<file path="src/rtl/wave_ram_arbiter.sv">
// Single-port sample RAM arbiter: display reads always win,
// capture writes queue in a small FIFO and drain on idle cycles.
module wave_ram_arbiter #(
   parameter int ADDR_W       = 10,
   parameter int DATA_W       = 8,
   parameter int FIFO_DEPTH   = 4,
   parameter int STARVE_LIMIT = 800
) (
   input  logic                          sys_clk,
   input  logic                          sys_rst,
   input  logic                          disp_rd_en,
   input  logic [ADDR_W-1:0]             disp_rd_addr,
   output logic [DATA_W-1:0]             disp_rd_data,
   output logic                          disp_rd_valid,
   input  logic                          cap_wr_valid,
   output logic                          cap_wr_ready,
   input  logic [ADDR_W-1:0]             cap_wr_addr,
   input  logic [DATA_W-1:0]             cap_wr_data,
   output logic                          ram_en,
   output logic                          ram_we,
   output logic [ADDR_W-1:0]             ram_addr,
   output logic [DATA_W-1:0]             ram_wdata,
   input  logic [DATA_W-1:0]             ram_rdata,
   output logic [$clog2(FIFO_DEPTH):0]   fifo_level,
   output logic                          starved,
   input  logic                          starve_clr
);

   localparam int PTR_W = $clog2(FIFO_DEPTH);
   localparam int LVL_W = PTR_W + 1;
   localparam int CNT_W = $clog2(STARVE_LIMIT + 1);

   localparam logic [PTR_W-1:0] PTR_ONE = 1;
   localparam logic [LVL_W-1:0] LVL_ONE = 1;
   localparam logic [LVL_W-1:0] LVL_FULL = LVL_W'(FIFO_DEPTH);
   localparam logic [CNT_W-1:0] CNT_ONE = 1;
   localparam logic [CNT_W-1:0] CNT_MAX = CNT_W'(STARVE_LIMIT);

   logic [ADDR_W-1:0] addr_mem [FIFO_DEPTH];
   logic [DATA_W-1:0] data_mem [FIFO_DEPTH];

   logic [PTR_W-1:0] wr_ptr_q, wr_ptr_d;
   logic [PTR_W-1:0] rd_ptr_q, rd_ptr_d;
   logic [LVL_W-1:0] level_q, level_d;
   logic [CNT_W-1:0] stall_q, stall_d;
   logic             rd_valid_q, rd_valid_d;
   logic             starved_q, starved_d;

   logic empty, full, push, pop, rd_go;

   assign empty = (level_q == '0);
   assign full  = (level_q == LVL_FULL);
   assign rd_go = disp_rd_en && !sys_rst;
   assign pop   = !sys_rst && !disp_rd_en && !empty;

   assign cap_wr_ready = !full && !sys_rst;
   assign push         = cap_wr_valid && cap_wr_ready;

   // Port grant: reads first, then the FIFO head.
   always_comb begin
      ram_en    = rd_go || pop;
      ram_we    = pop;
      ram_addr  = '0;
      ram_wdata = '0;
      if (rd_go) begin
         ram_addr = disp_rd_addr;
      end else if (pop) begin
         ram_addr  = addr_mem[rd_ptr_q];
         ram_wdata = data_mem[rd_ptr_q];
      end
   end

   always_comb begin
      wr_ptr_d   = push ? wr_ptr_q + PTR_ONE : wr_ptr_q;
      rd_ptr_d   = pop  ? rd_ptr_q + PTR_ONE : rd_ptr_q;
      level_d    = level_q;
      rd_valid_d = rd_go;
      if (push && !pop) level_d = level_q + LVL_ONE;
      else if (pop && !push) level_d = level_q - LVL_ONE;
   end

   // Stall counter only runs while a write is held off by a read.
   always_comb begin
      stall_d = stall_q;
      if (pop || empty) stall_d = '0;
      else if (disp_rd_en && stall_q != CNT_MAX) stall_d = stall_q + CNT_ONE;
      starved_d = starved_q;
      if (stall_d == CNT_MAX) starved_d = 1'b1;
      else if (starve_clr) starved_d = 1'b0;
   end

   always_ff @(posedge sys_clk) begin
      if (push) begin
         addr_mem[wr_ptr_q] <= cap_wr_addr;
         data_mem[wr_ptr_q] <= cap_wr_data;
      end
   end

   always_ff @(posedge sys_clk) begin
      if (sys_rst) begin
         wr_ptr_q   <= '0;
         rd_ptr_q   <= '0;
         level_q    <= '0;
         stall_q    <= '0;
         rd_valid_q <= 1'b0;
         starved_q  <= 1'b0;
      end else begin
         wr_ptr_q   <= wr_ptr_d;
         rd_ptr_q   <= rd_ptr_d;
         level_q    <= level_d;
         stall_q    <= stall_d;
         rd_valid_q <= rd_valid_d;
         starved_q  <= starved_d;
      end
   end

   assign disp_rd_data  = ram_rdata;
   assign disp_rd_valid = rd_valid_q;
   assign fifo_level    = level_q;
   assign starved       = starved_q;

endmodule

</file>
<file path="config.mk">
export PLATFORM = sky130hd
export DESIGN_NAME = wave_ram_arbiter
export DESIGN_NICKNAME = d
export VERILOG_FILES = /design/src/rtl/wave_ram_arbiter.sv
export SDC_FILE = /design/constraint.sdc
export NUM_CORES = 1
export LEC_CHECK = 0
export BUFFER_PORTS_ARGS = -buffer_cell sky130_fd_sc_hd__buf_2
export CAP_MARGIN = 20
export CORE_UTILIZATION = 50
export CTS_CLUSTER_DIAMETER = 200
export DETAILED_ROUTE_END_ITERATION = 10
export PLACE_DENSITY = 0.79
export SYNTH_ARGS = -nofsm -noshare
export SYNTH_HDL_FRONTEND = slang
export SYNTH_SLANG_ARGS = --single-unit
</file>
<file path="constraint.sdc">
create_clock -name sys_clk -period 2.95 [get_ports sys_clk]
set_input_delay 0.295 -clock sys_clk [delete_from_list [all_inputs] [get_ports sys_clk]]
set_output_delay 0.295 -clock sys_clk [all_outputs]
set_load 0.01 [all_outputs]
</file>
==> results.yml <==
min_path:
  hp-start: "cap_wr_data[0]"
  min-delay-path-class: "in -> reg"
clock_tree:
  numClockSinks: 93
  htree_levels: 3
  cts_setup_buffers: 0
  holdBufCountCts: 0
  path_clk_slew_ns: 0.09
  cts_resized: 0
  cts_made_buffers: 9
  cts.path.max_buffers: 2
  clkLatencyLatePin_ns: 0.36
  tritoncts: "done"
  cts_root_buffer: "clkbuf_8"
die:
  rows: 32
  start_util: 0.515
  core-area_um2: 7690
  num_io_pins: 75
  die_h_um: 91.0
  die_x_um: 91.0
  fp.dieArea_um2: 8270
global_routing:
  antenna_found_initial: 0
  grt_util_met3: 0.0461
  grt.met1_usage: 0.238
  grt_usage: 0.191
  grt_pass1_vias: 2356
  grt_remaining_overflow: 0
  grt_max_degree: 19
  grt_pass1_wl_um: 11700
  top_usage_layer: "met2"
  met2_usage: 0.316
placement:
  gp_congestion: 0.781
  place_hpwl_um: 4700
  dp_slack_ns: 0.577
  io_buffers: 58
finish:
  area_growth_pct: 13.8
  register_area_um2: 2580
  final_layout_size_suffix_gt1_frac: 0.324
  multi_input_area_um2: 1220
  nets: 365
  antenna_cells: 0
  fillCellCount: 599
yosys:
  synth-simple-area-share: 0.0904
  synth_cells: 261
  yosys.area_share.xor_xnor: 0.0244
  synthAdderAreaFrac: 0.0272
  synth_top_family_by_area: "multiplexers"
  ys_warn_count: 0
  syn_area_um2: 3960
  synthMuxAreaShare: 0.108
  synth_fp_nets: 310
  synth_compound_area_frac: 0.0591
  synth.avg_cell_area_um2: 15.2
  synth_edf_count: 72
  ys_ff_latch: 93
  ys_seq_area_frac: 0.653
  synthArstFlopShare: 0
  ys_types: 42
  ys.flop_type: "edfxtp_1"
critical_path:
  reg2reg_from: "fifo_level[0]$_SDFFE_PP0P_"
  critical_path.cell_chain: "or3_1, nand2_1, inv_1, or2_2, buf_2"
  crit_required_ns: 2.65
  worstSetupPathType: "reg -> out"
  crit_fanout: 14
  crit_slowest_cell: "or3_1"
  max_stage_delay_ns: 0.54
  cp-end-kind: "output pin"
  cp-startpoint: "fifo_level[0]$_SDFFE_PP0P_"
  start_kind: "flip-flop"
  cp.arrival_ns: 2.21
drt:
  firstDrtPassIters: 4
  antenna_left: 0
  drc: 0
  via_per_inst: 5.63
  routed_wl_um: 7380
  post_drt_wl_per_cell_um: 17.4
  drtIter0Drc: 170
  vias: 2380
power_and_ir_drop:
  power_density_nw_per_um2: 653
  ir_worst_vdd_mv: 0.502
  p_leak_nw: 1.65
timing:
  relSlewSlack: 0.621
  fmax_mhz: 400
  rsz0062_at_grt: "false"
  finalCritPeriodShare: 0.848
  finalSetupTns_ns: 0
  setup_viol: 0
  fin_skew_ns: 0.00942
  fin_crit_ns: 2.50
  finalHoldViolations: 0
  fin_ws_ns: 0.448
  max_slew.worst_pin.slew_ns: 0.567
  final_max_slew_viol_count: 0
flow_run:
  max_cap_violations: 0
status:
  outcome: "finished clean"
[cell usage in the layout (no fill, tap or decap), types with 2 or more instances in the layout]
master    count
buf_4         7
clkinv_4      3
nor2_1       23
a22o_1       10
and3_1       12
xor2_1        6
a21oi_1       7
ha_1          7
clkbuf_8      9
dfxtp_1      21
xnor2_1       5
nand3_1       2
o31ai_1       3
mux4_2       18
edfxtp_1     72
inv_1         7
nand4_1       5
o21ai_0       4
buf_2        58
or3_1         3
mux2i_1       2
nand2_1      14
[registers in the layout, summed over array words and instances (netlist names), named ones only]
name           count
starved            1
rd_ptr_q           2
stall_q           10
disp_rd_valid      1
data_mem          32
fifo_level         3
wr_ptr_q           2
addr_mem          40
[cell usage after synthesis (4+ instances only)]
cell / number / area share
edfxtp_1: 72 / 0.55
nor2_1: 23 / 0.022
dfxtp_1: 21 / 0.11
mux4_2: 18 / 0.10
nand2_1: 14 / 0.013
and3_1: 12 / 0.019
a22o_1: 10 / 0.022
buf_4: 10 / 0.019
a21oi_1: 7 / 0.0089
clkbuf_1: 7 / 0.0066
ha_1: 7 / 0.022
inv_1: 7 / 0.0066
xor2_1: 6 / 0.013
nand4_1: 5 / 0.0079
xnor2_1: 5 / 0.011
o21ai_0: 4 / 0.0051
[per-stage QoR]
step                       util  hold WS, ns  total power [mW]  std cells  instance area, um^2
after floorplan               -        0.394              1.94        261                 3960
after global placement    0.559        0.438              2.10        407                 4300
after detailed placement  0.559        0.442              2.11        407                 4300
after CTS                 0.585        0.128              2.96        423                 4500
after global routing      0.585        0.128              3.07        423                 4500
final                     0.585        0.142              2.94        423                 4500
[critical path: cells and delay by family (launching register included)]
kind	cells	cell delay, ns
and+or+nand+nor	3	1.07
buffers and inverters	2	0.40
DFF	1	0.37
[cell families (layout without fill, tap and decap cells)]
| group | after synthesis | after routing |
|---|---|---|
| flops | 93 | 93 |
| simple gates | 70 | 70 |
| compound gates | 31 | 31 |
| buf+inv | 28 | 88 |
| mux | 20 | 20 |
| xor+xnor | 11 | 11 |
| fa+ha+maj | 8 | 8 |
[layout make-up]
cell class	instances	area share
flip-flops and latches	93	0.574
well taps	102	0.0284
clock inverters	6	0.0161
clock buffers	10	0.0284
inverters	7	0.00584
multi-input cells	140	0.271
repair buffers	65	0.0762
[metal layers]
metal | wire (um) | part of all wire
met1 | 2980 | 0.40
met2 | 3740 | 0.51
met3 | 519 | 0.070
met4 | 145 | 0.020
met5 | 0 | 0
[path summary, 6_finish.rpt]
path	cells after the start	to	slack [ns]
worst min-delay path	1	data_mem[3][0]$_DFFE_PP_	0.14
worst max-delay path	5	ram_en	0.45
worst max register to register	9	fifo_level[2]$_SDFFE_PP0P_	0.49
worst min register to register	2	starved$_SDFFE_PP0P_	0.46
[where the power goes]
part	internal (mW)	switching (mW)
logic	0.247	0.303
registers	1.49	0.0476
clock network	0.401	0.446
total	2.14	0.797
Note: power is estimated with default switching activity, not from simulation.
